`config.mk`:
```
export PLATFORM = sky130hd
export DESIGN_NAME = ahb_arbiter_flat
export DESIGN_NICKNAME = d
export VERILOG_FILES = /design/src/rtl/ahb_pkg.sv /design/src/rtl/ahb_arbiter_if.sv /design/src/rtl/ahb_rr_pick.sv /design/src/rtl/ahb_arbiter.sv /design/src/flat_wrapper.sv
export SDC_FILE = /design/constraint.sdc
export NUM_CORES = 1
export LEC_CHECK = 0
export BUFFER_PORTS_ARGS = -buffer_cell sky130_fd_sc_hd__clkbuf_2
export CAP_MARGIN = 30
export CORE_MARGIN = 4
export CORE_UTILIZATION = 54
export DETAILED_ROUTE_END_ITERATION = 10
export GPL_TIMING_DRIVEN = 1
export PLACE_DENSITY_LB_ADDON = 0.05
export SLEW_MARGIN = 25
export SYNTH_ARGS = -nofsm -noshare
export SYNTH_HDL_FRONTEND = slang
export SYNTH_SLANG_ARGS = --single-unit
```
`constraint.sdc`:
```
create_clock -name HCLK -period 2.7 [get_ports HCLK]
set_clock_uncertainty 0.2 [all_clocks]
set_input_delay 0.54 -clock HCLK [delete_from_list [all_inputs] [get_ports HCLK]]
set_output_delay 0.54 -clock HCLK [all_outputs]
set_load 0.01 [all_outputs]
```
`src/rtl/ahb_pkg.sv`:
```
// Shared AHB encodings and burst-length helper for the round-robin arbiter.
package ahb_pkg;

  typedef enum logic [1:0] {
    IDLE   = 2'd0,
    BUSY   = 2'd1,
    NONSEQ = 2'd2,
    SEQ    = 2'd3
  } htrans_e;

  typedef enum logic [2:0] {
    SINGLE = 3'd0,
    INCR   = 3'd1,
    WRAP4  = 3'd2,
    INCR4  = 3'd3,
    WRAP8  = 3'd4,
    INCR8  = 3'd5,
    WRAP16 = 3'd6,
    INCR16 = 3'd7
  } hburst_e;

  localparam int MIDX_W = 4;

  // Beats still owed after the NONSEQ of a burst; undefined-length bursts owe none.
  function automatic logic [3:0] burst_beats(input logic [2:0] hburst);
    case (hburst_e'(hburst))
      SINGLE, INCR:   return 4'd0;
      WRAP4,  INCR4:  return 4'd3;
      WRAP8,  INCR8:  return 4'd7;
      default:        return 4'd15;
    endcase
  endfunction

endpackage

```
`src/rtl/ahb_arbiter_if.sv`:
```
// Request/grant bundle between the bus masters and the arbiter.
interface ahb_arbiter_if #(
  parameter int NUM_MASTERS = 4
);

  logic [NUM_MASTERS-1:0]     HBUSREQ;
  logic [1:0]                 HTRANS;
  logic [2:0]                 HBURST;
  logic                       HREADY;
  logic [NUM_MASTERS-1:0]     HGRANT;
  logic [ahb_pkg::MIDX_W-1:0] HMASTER;
  logic [ahb_pkg::MIDX_W-1:0] HMASTER_D;

  modport master (
    output HBUSREQ, HTRANS, HBURST, HREADY,
    input  HGRANT, HMASTER, HMASTER_D
  );

  modport slave (
    input  HBUSREQ, HTRANS, HBURST, HREADY,
    output HGRANT, HMASTER, HMASTER_D
  );

endinterface

```
`src/rtl/ahb_rr_pick.sv`:
```
// Combinational round-robin picker: first requester after ptr, wrapping around.
module ahb_rr_pick #(
  parameter int N = 4
) (
  input  logic [N-1:0] req_i,
  input  logic [3:0]   ptr_i,
  output logic [3:0]   winner_o,
  output logic         valid_o
);

  localparam int IW = (N > 1) ? $clog2(N) : 1;

  // Walk offsets from farthest to nearest so the nearest requester after ptr is written last.
  always_comb begin
    winner_o = '0;
    valid_o  = 1'b0;
    for (int off = N; off >= 1; off--) begin
      if (req_i[IW'((int'(ptr_i) + off) % N)]) begin
        winner_o = 4'((int'(ptr_i) + off) % N);
        valid_o  = 1'b1;
      end
    end
  end

endmodule

```
`src/rtl/ahb_arbiter.sv`:
```
// Round-robin AHB arbiter with burst protection and address/data-phase owner tracking.
module ahb_arbiter
  import ahb_pkg::*;
#(
  parameter int NUM_MASTERS = 4,
  parameter int DEF_MASTER  = 0
) (
  input logic          HCLK,
  input logic          HRESET,
  ahb_arbiter_if.slave bus
);

  localparam logic [NUM_MASTERS-1:0] DEF_GRANT = NUM_MASTERS'(1) << DEF_MASTER;
  localparam logic [3:0]             DEF_IDX   = 4'(DEF_MASTER);

  logic [NUM_MASTERS-1:0] grant_q, grant_d;
  logic [3:0]             owner_q, owner_d;
  logic [3:0]             data_owner_q, data_owner_d;
  logic [3:0]             beats_q, beats_d;
  logic [3:0]             rr_ptr_q, rr_ptr_d;

  logic       arb_en;
  logic [3:0] grant_idx;
  logic [3:0] pick_winner;
  logic       pick_valid;

  ahb_rr_pick #(.N(NUM_MASTERS)) u_pick (
    .req_i   (bus.HBUSREQ),
    .ptr_i   (rr_ptr_q),
    .winner_o(pick_winner),
    .valid_o (pick_valid)
  );

  always_comb begin
    grant_idx = '0;
    for (int i = 0; i < NUM_MASTERS; i++) begin
      if (grant_q[i]) grant_idx = 4'(i);
    end
  end

  // Re-arbitrate only between bursts or while the final beat of a burst is accepted.
  assign arb_en = bus.HREADY &&
                  ((beats_q == 4'd0) || ((beats_q == 4'd1) && (bus.HTRANS == SEQ)));

  always_comb begin
    grant_d      = grant_q;
    owner_d      = owner_q;
    data_owner_d = data_owner_q;
    beats_d      = beats_q;
    rr_ptr_d     = rr_ptr_q;
    if (bus.HREADY) begin
      data_owner_d = owner_q;
      owner_d      = grant_idx;
      case (htrans_e'(bus.HTRANS))
        NONSEQ:  beats_d = burst_beats(bus.HBURST);
        SEQ:     if (beats_q != 4'd0) beats_d = beats_q - 4'd1;
        default: beats_d = beats_q;
      endcase
    end
    if (arb_en) begin
      if (pick_valid) begin
        grant_d  = NUM_MASTERS'(1) << pick_winner;
        rr_ptr_d = pick_winner;
      end else begin
        grant_d = DEF_GRANT;
      end
    end
  end

  always_ff @(posedge HCLK) begin
    if (!HRESET) begin
      grant_q      <= DEF_GRANT;
      owner_q      <= DEF_IDX;
      data_owner_q <= DEF_IDX;
      beats_q      <= '0;
      rr_ptr_q     <= DEF_IDX;
    end else begin
      grant_q      <= grant_d;
      owner_q      <= owner_d;
      data_owner_q <= data_owner_d;
      beats_q      <= beats_d;
      rr_ptr_q     <= rr_ptr_d;
    end
  end

  assign bus.HGRANT    = grant_q;
  assign bus.HMASTER   = owner_q;
  assign bus.HMASTER_D = data_owner_q;

endmodule

```
`src/flat_wrapper.sv`:
```
// flat-port wrapper written by rule: the top's interface ports become plain ports
module ahb_arbiter_flat import ahb_pkg::*;
#(
  parameter int NUM_MASTERS = 4,
  parameter int DEF_MASTER  = 0
)
  (HCLK, HRESET, bus_HBUSREQ, bus_HTRANS, bus_HBURST, bus_HREADY, bus_HGRANT, bus_HMASTER, bus_HMASTER_D);
  ahb_arbiter_if #(.NUM_MASTERS(NUM_MASTERS)) bus_i ();
  input logic HCLK;
  input logic HRESET;
  input wire logic [$bits(bus_i.HBUSREQ)-1:0] bus_HBUSREQ;
  input wire logic [$bits(bus_i.HTRANS)-1:0] bus_HTRANS;
  input wire logic [$bits(bus_i.HBURST)-1:0] bus_HBURST;
  input wire logic [$bits(bus_i.HREADY)-1:0] bus_HREADY;
  output wire logic [$bits(bus_i.HGRANT)-1:0] bus_HGRANT;
  output wire logic [$bits(bus_i.HMASTER)-1:0] bus_HMASTER;
  output wire logic [$bits(bus_i.HMASTER_D)-1:0] bus_HMASTER_D;
  assign bus_i.HBUSREQ = bus_HBUSREQ;
  assign bus_i.HTRANS = bus_HTRANS;
  assign bus_i.HBURST = bus_HBURST;
  assign bus_i.HREADY = bus_HREADY;
  assign bus_HGRANT = bus_i.HGRANT;
  assign bus_HMASTER = bus_i.HMASTER;
  assign bus_HMASTER_D = bus_i.HMASTER_D;
  ahb_arbiter #(.NUM_MASTERS(NUM_MASTERS), .DEF_MASTER(DEF_MASTER)) u_core (.HCLK(HCLK), .HRESET(HRESET), .bus(bus_i));
endmodule
```
==> results_dict.tcl, run 1 <==
set metrics [dict create \
    grt_max_degree 12 \
    cts_buffers 3 \
    grt_pass1_vias 680 \
    design_area_sq_um 962 \
    dieArea_sq_um 2290 \
    antenna_cells 0 \
    min_period_ns 1.76 \
    fp.dieW_um 47.9 \
    finalSetupViolations 0 \
    power_density_nw_per_um2 521 \
    portBuffers 18 \
    clock_power_share 0.297 \
    ys_seq_elements 14 \
    p_sw_frac 0.295 \
    fmax_mhz 567 \
    drive_gt1_frac 0.221 \
    die_h_um 47.9 \
    hp-start "u_core.bus.HMASTER_D[0]" \
    intPower_mw 0.354 \
    worstSetupStartpointType "register" \
    post_cts_buffers 0 \
    viasPerCell 5.86 \
    comb_power_share 0.226 \
    status "complete, no violations" \
    rsz0062_at_grt "no" \
    startpoint "u_core.beats_q[0]" \
    rows 14 \
    p_leak_nw 0.424 \
    power.switching_mw 0.148 \
    cts_sinks 14 \
    synth_cell_type_count 43 \
    ant_nets 0 \
    crit_type "register to register" \
    antenna_found_initial 0 \
    htreeDepth 1 \
    path_cells "inv_1 > ha_1 > nand2_1 > o311ai_2 > o21ai_0 > a21oi_1" \
    crit_path_max_incr_delay_ns 0.46 \
    wl_per_cell_um 12.7 \
    seq_power_share 0.477 \
    start_util 0.570 \
    cts_hold_buf 0 \
    grt_usage 0.176 \
    grt_pass1_wl_um 2980 \
    cts.path.max_buffers 2 \
    netlist_area_sq_um 858 \
    synth_seq_area_share 0.327 \
    synth_top_cell_by_area "dfxtp_1" \
    netlist_instances 105 \
    dpl.cell_count 134 \
    synthTopCellsByCount "14 x dfxtp_1, 10 x a21oi_1, 7 x inv_1, 7 x o21ai_0, 6 x nor2_1" \
    drtIter0Drc 5 \
    syn2layout_area_growth_pct 12.1 \
    async_flop_share 0 \
    ios 24 \
    num-fill-cells 153 \
    coreArea_sq_um 1510 \
    post_cts_resized 0 \
    min_path_type "register to register" \
    fin_crit_sh 0.654 \
    rr_startpoint "u_core.beats_q[0]" \
    ir_worst_vdd_v 0.000337 \
    slew_violations 0 \
    synth-edff-count 0 \
    overflow 0 \
    required_ns 2.71 \
    layoutNonFillerInstCount 138 \
    cts.clk_slew.worst_paths_ns 0.09 \
    yosysMostFrequentCell "dfxtp_1" \
    synthTopCellsByArea "dfxtp_1 33%, a21oi_1 5.8%, o21ai_0 4.1%" \
    setup-tns-final_ns 0 \
    synth_top_area_frac 0.327 \
    clk_latency_ns 0.27 \
    yosys_warnings 0 \
    worst_path_max_delay_cell "o311ai_2" \
    syn_area_per_cell_sq_um 8.17 \
    wirelength_um 1760 \
    path_max_fanout 7 \
    maxSlewHeadroom 0.651 \
    drc_errors 0 \
    dr.pass1.iters 5 \
    final_hold_viol_count 0 \
    routabilityCongestion 0.782 \
    ys.flop_type "dfxtp_1" \
    cts_tree "done" \
    worst_pin_slew_ns 0.523 \
    num_vias 808 \
    place_hpwl_um 1350 \
    cts-root-buf "clkbuf_4" \
    drv_cap 0 \
    fin_nets 137 \
    cp-end-kind "register" \
    arrival_ns 1.77 \
    dpl_cell_area_sq_um 926 \
]
## flip-flops by register name, summed over array words and instances (netlist names)
register and cells:
u_core.beats_q 4, u_core.rr_ptr_q 2, u_core.bus.HMASTER 2, u_core.bus.HMASTER_D 2, u_core.bus.HGRANT 4
## power by group through the flow
stage,clock network [mW],registers (mW),logic (mW)
finish,0.149,0.239,0.113
global placement,0,0.243,0.111
CTS,0.154,0.239,0.114
global route,0.165,0.242,0.130
detailed placement,0,0.244,0.114
floorplan,0,0.242,0.0852
## cell type report
class / instances / area, sq um / share of cell area
well taps: 16 / 20.0 / 0.0208
multi-input cells: 79 / 509 / 0.529
repair buffers: 18 / 90.1 / 0.0936
inverters: 7 / 26.3 / 0.0273
flip-flops and latches: 14 / 280 / 0.291
clock buffers: 4 / 36.3 / 0.0377
## per-layer routing
layer  wire [um]  global-route usage  vias up
met5           0                   0        -
met4          10              0.0323        0
met3          80              0.0338        2
met2         873               0.298       19
met1         792               0.233      370
li1            -                   -      417
## logic make-up (layout without fill, tap and decap cells)
kind of cell             after synthesis  after routing  synth area share
multiplexers                           3              3            0.0350
buffers and inverters                 15             29            0.0933
other                                  1              4           0.00437
AND/OR/NAND/NOR                       29             29             0.187
adder cells (fa/ha/maj)                2              2            0.0291
flip-flops                            14             14             0.327
AO/OA/AOI/OAI                         41             41             0.325
## cells in the final DEF (no fill, tap or decap), types with 2 or more instances in the layout
cell and count:
o21a_1 3, a31oi_1 2, conb_1 4, clkbuf_4 3, nand2_1 5, nand3_1 4
clkbuf_2 18, o22ai_1 2, nor3_1 3, mux2i_1 3, ha_1 2, a21o_1 2
o21ai_0 7, nor2_1 6, inv_1 7, dfxtp_1 14, a21oi_1 10, o21ai_1 3
## worst paths after layout
path / cells after the start / slack [ns] / end
worst max-delay path: 6 / 0.94 / u_core.beats_q[2]
worst min-delay path: 2 / 0.29 / u_core.bus.HMASTER_D[0]
worst max register to register: 6 / 0.94 / u_core.beats_q[2]
worst min register to register: 2 / 0.29 / u_core.bus.HMASTER_D[0]
## worst max-delay path, delay by kind of cell (launching register included)
family                     cells  cell delay (ns)
buffers and inverters          1             0.07
and+or+nand+nor                1             0.08
adders and majority gates      1             0.20
AOI/OAI and AO/OA              3             0.78
DFF                            1             0.36
## stage by stage
step	util	hold WS, ns	power [mW]	setup WS (ns)
after floorplan	-	0.254	0.327	0.886
after global placement	0.615	0.271	0.355	0.719
after CTS	0.639	0.290	0.507	0.929
after global routing	0.639	0.338	0.536	0.775
final	0.639	0.294	0.502	0.935
after detailed placement	0.615	0.281	0.357	0.711
Note: power is estimated with default switching activity, not from simulation.
==> run 2, diff against run 1 <==
- ABC_AREA: not set -> 1
- CORE_ASPECT_RATIO: not set -> 1.25
- CORE_UTILIZATION: 54 -> 51
- clock period: 2.7 -> 1.7 ns (I/O delays scaled with it)
==> run 2 against run 1 <==
Compared with the run above:
- clock-buffer cell count unchanged
- power increased by 110%
- clock power increased by 62%
- utilization decreased by 0.58 points
- worst hold slack got worse by 0.17 ns
- highest routed layer unchanged
==> results_dict.tcl, run 2 <==
set metrics [dict create \
    grt_pass1_vias 835 \
    synth_seq_area_share 0.294 \
    synth-edff-count 0 \
    cts_hold_buf 0 \
    num_vias 910 \
    arrival_ns 1.54 \
    p_sw_frac 0.382 \
    cts.path.max_buffers 2 \
    ios 24 \
    async_flop_share 0 \
    worstSetupStartpointType "register" \
    routabilityCongestion 0.858 \
    cts-root-buf "clkbuf_4" \
    drive_gt1_frac 0.344 \
    regArea_sq_um 282 \
    syn_area_per_cell_sq_um 6.72 \
    cts_buffers 3 \
    setup-tns-final_ns 0 \
    path_cells "buf_12 > inv_8 > nand2_1 > nand2_2 > nand2_1 > nand2_2 > nand2_4 > nand2_2 > nand2_2 > nand2_4 > nor2_1 > nor2_1 > nor2_1" \
    htreeDepth 1 \
    drtIter0Drc 3 \
    netlist_instances 142 \
    synthMuxAreaShare 0 \
    final.setup.worst_slack_ns 0.141 \
    path_max_fanout 9 \
    final_common_cell "nand2_1" \
    portBuffers 18 \
    drc_errors 0 \
    worst_path_max_delay_cell "dfxtp_2" \
    coreArea_sq_um 1770 \
    antenna_cells 0 \
    min_period_ns 1.56 \
    synth_top_family_by_area "simple AND/OR/NAND/NOR gates" \
    post_cts_resized 0 \
    grt_max_degree 10 \
    p_total_mw 1.07 \
    ant_nets 0 \
    place_hpwl_um 1540 \
    multiInputGateArea_sq_um 572 \
    worstRegToRegCells 13 \
    seq_power_share 0.362 \
    overflow 0 \
    cts_sinks 14 \
    required_ns 1.68 \
    dr.pass1.iters 4 \
    crit_family "simple AND/OR/NAND/NOR gates" \
    start_util 0.541 \
    synth_xor_area_frac 0.00917 \
    pre_cts_ws_ns 0.0819 \
    crit_buf_inv 2 \
    viasPerCell 5.00 \
    cp-end-kind "register" \
    synth_compound_area_frac 0.128 \
    whs_path_depth 3 \
    slew_violations 0 \
    power_density_nw_per_um2 962 \
    yosys_warnings 0 \
    layoutNonFillerInstCount 182 \
    dieArea_sq_um 2630 \
    grt_usage 0.160 \
    post_cts_buffers 0 \
    min_path_type "primary input to register" \
    wl_per_cell_um 10.2 \
    synth_top_cell_by_area "dfxtp_1" \
    wirelength_um 1870 \
    power.switching_mw 0.411 \
    synth_top_area_frac 0.294 \
    ys_seq_elements 14 \
    netlist_area_sq_um 955 \
    fmax_mhz 641 \
    num-fill-cells 162 \
    dpl.cell_count 178 \
    regToRegSetupSlack_ns 0.14 \
    synth_cell_type_count 25 \
    ys.flop_type "dfxtp_1" \
    final_cell_mix "32 x nand2_1, 18 x clkbuf_2, 13 x inv_1, 13 x dfxtp_1, 11 x nor2_1" \
    synthTopCellsByArea "dfxtp_1 29%, nand2_1 13%, nand2_2 7.2%" \
    fp.dieW_um 46.7 \
    die_h_um 56.4 \
    comb_power_share 0.414 \
    status "complete, no violations" \
    cts.clk_slew.worst_paths_ns 0.09 \
    synthSimpleGateAreaFrac 0.401 \
    crit_type "register to register" \
    synth_fa_ha_area_frac 0.0262 \
    antenna_found_initial 0 \
    finalSetupViolations 0 \
    drv_cap 0 \
    clk_latency_ns 0.28 \
    synthTopCellsByCount "32 x nand2_1, 16 x inv_1, 14 x dfxtp_1" \
    rsz0062_at_grt "yes" \
    intPower_mw 0.664 \
    final_hold_viol_count 0 \
    ir_worst_vdd_v 0.000523 \
    cts_tree "done" \
    yosysMostFrequentCell "nand2_1" \
    clock_power_share 0.224 \
    crit_path_max_incr_delay_ns 0.34 \
    crit_top_cell "nand2_2" \
    p_leak_nw 0.558 \
    rows 17 \
    grt_pass1_wl_um 3170 \
    syn2layout_area_growth_pct 17.0 \
    fin_crit_sh 0.917 \
    final_core_util 0.633 \
    cp_num_cells 13 \
    fin_nets 178 \
]
==> run 2: changes by cell type after synthesis, sizes merged, moves of 2 or more <==
cell / before / now
nand2: 5 / 48
inv: 7 / 21
nand3: 4 / 12
nor2: 6 / 12
a21oi: 10 / 7
mux2i: 3 / 0
nor3: 4 / 1
o21a: 3 / 0
a211oi: 2 / 0
a21o: 2 / 0
a31oi: 2 / 4
o22ai: 2 / 0
==> run 2: worst reg2reg max path: cells and delay by family (launching register included) <==
family | cells | cell delay (ns)
AND/OR/NAND/NOR | 11 | 0.69
flip-flops | 1 | 0.34
buffers and inverters | 2 | 0.22
==> run 2: layout make-up <==
cell class	instances	share of cell area
multi-input combinational	104	0.512
sequential	14	0.252
timing repair buffer	20	0.105
inverter	21	0.0773
clock buffer	4	0.0325
tap	19	0.0213
==> run 2: metal layers <==
layer	up-vias	track usage	wire length, um
met5	-	0	0
met4	0	0.0830	21
met3	2	0.0192	92
met2	19	0.285	994
met1	406	0.173	756
li1	483	-	-
==> run 2: power by group through the flow <==
| stage | Combinational (mW) | Clock [mW] | Sequential, mW |
|---|---|---|---|
| 3_5_place_dp | 0.436 | 0 | 0.395 |
| 5_1_grt | 0.505 | 0.264 | 0.395 |
| 4_1_cts | 0.436 | 0.243 | 0.388 |
| 2_1_floorplan | 0.334 | 0 | 0.401 |
| 3_3_place_gp | 0.423 | 0 | 0.394 |
| 6_report | 0.444 | 0.241 | 0.390 |
==> run 2: final timing paths <==
path | from | endpoint
setup / recovery | u_core.rr_ptr_q[0] | u_core.bus.HGRANT[2]
hold / removal | bus_HBURST[2] | u_core.beats_q[2]
setup reg to reg | u_core.rr_ptr_q[0] | u_core.bus.HGRANT[2]
hold reg to reg | u_core.bus.HGRANT[1] | u_core.bus.HGRANT[1]
==> run 2: logic make-up after synthesis <==
group | count (synthesis)
simple gates | 75
compound gates | 22
fa+ha+maj | 2
flops | 14
buf+inv | 27
other cells | 1
xor+xnor | 1
==> run 2: per-stage QoR <==
step | hold slack, ns | cell area [sq um]
floorplan | 0.224 | 966
global placement | 0.257 | 1060
detailed placement | 0.275 | 1060
CTS | 0.121 | 1100
global route | 0.139 | 1120
finish | 0.124 | 1120
==> run 3, diff against run 2 <==
- CELL_PAD_IN_SITES_DETAIL_PLACEMENT: not set -> 1
- CELL_PAD_IN_SITES_GLOBAL_PLACEMENT: not set -> 2
- CORE_UTILIZATION: 51 -> 27
- clock period: 1.7 -> 1.5 ns (I/O delays scaled with it)
==> run 3 against run 2 <==
Compared with the run above:
- the run now ends with negative setup slack left
- register-to-register slack got worse by 0.24 ns
- worst hold slack improved by 0.0044 ns
- final cell count rose by 20%
- critical path depth fell by 1
- combinational power rose by 48%
- worst setup slack got worse by 0.24 ns
- fmax fell by 2.6%
- via count rose by 9.7%
- sequential share of layout area fell by 4.4 points
- critical endpoint unchanged
- largest cell class unchanged
- largest power group unchanged
==> results_dict.tcl, run 3 (synthesized netlist as in run 2, its figures left out) <==
set metrics [dict create \
    cts-root-buf "clkbuf_8" \
    fin_crit_sh 1.07 \
    regToRegSetupSlack_ns -0.10 \
    antenna_found_initial 0 \
    final_hold_viol_count 0 \
    cts.clk_slew.worst_paths_ns 0.06 \
    num_vias 998 \
    die_h_um 74.5 \
    rr_startpoint "u_core.rr_ptr_q[0]" \
    path_max_fanout 5 \
    grt_util_met1 0.117 \
    holdWs_ns 0.129 \
    cp-end-kind "register" \
    clk_latency_ns 0.25 \
    use_met2 0.260 \
    ant_nets 0 \
    wl_per_cell_um 12.3 \
    cts_tree "done" \
    rows 23 \
    final_core_util 0.417 \
    required_ns 1.48 \
    r2r_end "u_core.bus.HGRANT[2]" \
    arrival_ns 1.58 \
    ios 24 \
    grt_use_met3 0.0104 \
    htreeDepth 1 \
    coreArea_sq_um 3310 \
    multiInputGateArea_sq_um 631 \
    drv_cap 0 \
    slew_violations 0 \
    hp-start "bus_HBURST[2]" \
    crit_top_cell "nand2_1" \
    syn2layout_area_growth_pct 44.7 \
    violations "negative setup slack" \
    crit_path_max_incr_delay_ns 0.36 \
    grt_max_degree 10 \
    grt_pass1_wl_um 4290 \
    fp.dieW_um 61.2 \
    portBuffers 18 \
    dieArea_sq_um 4560 \
    num-fill-cells 437 \
    ir_worst_vdd_v 0.000516 \
    busiest_layer "met2" \
    crit_type "register to register" \
    path_cells "buf_12 > nand2_1 > nand2_4 > nand2_2 > nand2_1 > inv_1 > nand3_1 > nand2_2 > nand2_1 > nor2_2 > nor2_1 > nor2_1" \
    start_util 0.288 \
    final_cell_mix "25 x nand2_1, 18 x clkbuf_2, 18 x buf_4, 15 x nand2_2, 12 x inv_1" \
    dr.pass1.iters 4 \
    min_period_ns 1.60 \
    regArea_sq_um 288 \
    worstSetupStartpointType "register" \
    p_leak_nw 0.673 \
    antenna_cells 0 \
    crit_family "simple AND/OR/NAND/NOR gates" \
    cts_sinks 14 \
    fin_nets 196 \
    wirelength_um 2690 \
    crit_buf_inv 2 \
    place_hpwl_um 2040 \
    routabilityCongestion 0.736 \
    hold_end "u_core.beats_q[2]" \
    drtIter0Drc 23 \
    status "finished, violations left" \
    grt_usage 0.124 \
    fmax_mhz 625 \
    finalSetupViolations 6 \
    drive_gt1_frac 0.503 \
    cts_buffers 3 \
    whs_path_depth 3 \
    viasPerCell 4.58 \
    overflow 0 \
    final.setup.worst_slack_ns -0.101 \
    worst_path_max_delay_cell "dfxtp_4" \
    rsz0062_at_grt "yes" \
    min_path_type "primary input to register" \
    drc_errors 0 \
    worstRegToRegCells 12 \
    grt_pass1_vias 1030 \
    cts.path.max_buffers 2 \
    power_density_nw_per_um2 1070 \
    final_common_cell "nand2_1" \
]
## run 3: worst max-delay path by stage
stage / startpoint / end / slack (ns) / cells past startpoint
floorplan: u_core.beats_q[0] / u_core.bus.HGRANT[2] / 0.05 / 10
global placement: u_core.rr_ptr_q[0] / u_core.bus.HGRANT[2] / -0.1 / 10
detailed placement: u_core.rr_ptr_q[0] / u_core.bus.HGRANT[2] / -0.14 / 10
CTS: u_core.rr_ptr_q[0] / u_core.bus.HGRANT[2] / -0.1 / 13
global route: u_core.rr_ptr_q[0] / u_core.bus.HGRANT[1] / -0.20 / 11
finish: u_core.rr_ptr_q[0] / u_core.bus.HGRANT[2] / -0.10 / 12
## run 3: per-layer routing
layer | vias to the layer above | routed length, um
met3 | 4 | 71
li1 | 514 | -
met5 | - | 0
met1 | 466 | 955
met2 | 14 | 1620
met4 | 0 | 36
## run 3: what timing repair did
action	in CTS	in global routing
setup buffers	2	4
gates resized for setup	11	18
cloned	0	1
hold buffers	0	0
pin swaps	0	2
endpoints found under the setup margin	9	10
## run 3: layout make-up
type | count | area share
multi-input cells | 104 | 0.457
repair buffers | 38 | 0.196
flip-flops and latches | 14 | 0.208
well taps | 37 | 0.0335
clock buffers | 4 | 0.0399
inverters | 21 | 0.0661
## run 3: worst min-delay path, cell delays in order
cell and delay [ns]:
clkbuf_2 0.10, nand2_1 0.06, a31oi_1 0.07
## run 3: per-stage QoR
| stage | cell area (sq um) | power, mW | cells | TNS (ns) | setup WS (ns) |
|---|---|---|---|---|---|
| 2_1_floorplan | 966 | 0.833 | 145 | 0 | 0.0456 |
| 3_3_place_gp | 1170 | 0.979 | 207 | -0.296 | -0.0976 |
| 3_5_place_dp | 1170 | 0.996 | 207 | -0.592 | -0.140 |
| 4_1_cts | 1270 | 1.41 | 213 | -0.315 | -0.0995 |
| 5_1_grt | 1380 | 1.59 | 218 | -1.05 | -0.202 |
| 6_report | 1380 | 1.48 | 218 | -0.435 | -0.101 |
## run 3: power by group
group / switching, mW / internal [mW] / leakage (nW)
Clock: 0.138 / 0.232 / 0.0288
Sequential: 0.0352 / 0.415 / 0.117
Combinational: 0.375 / 0.284 / 0.528
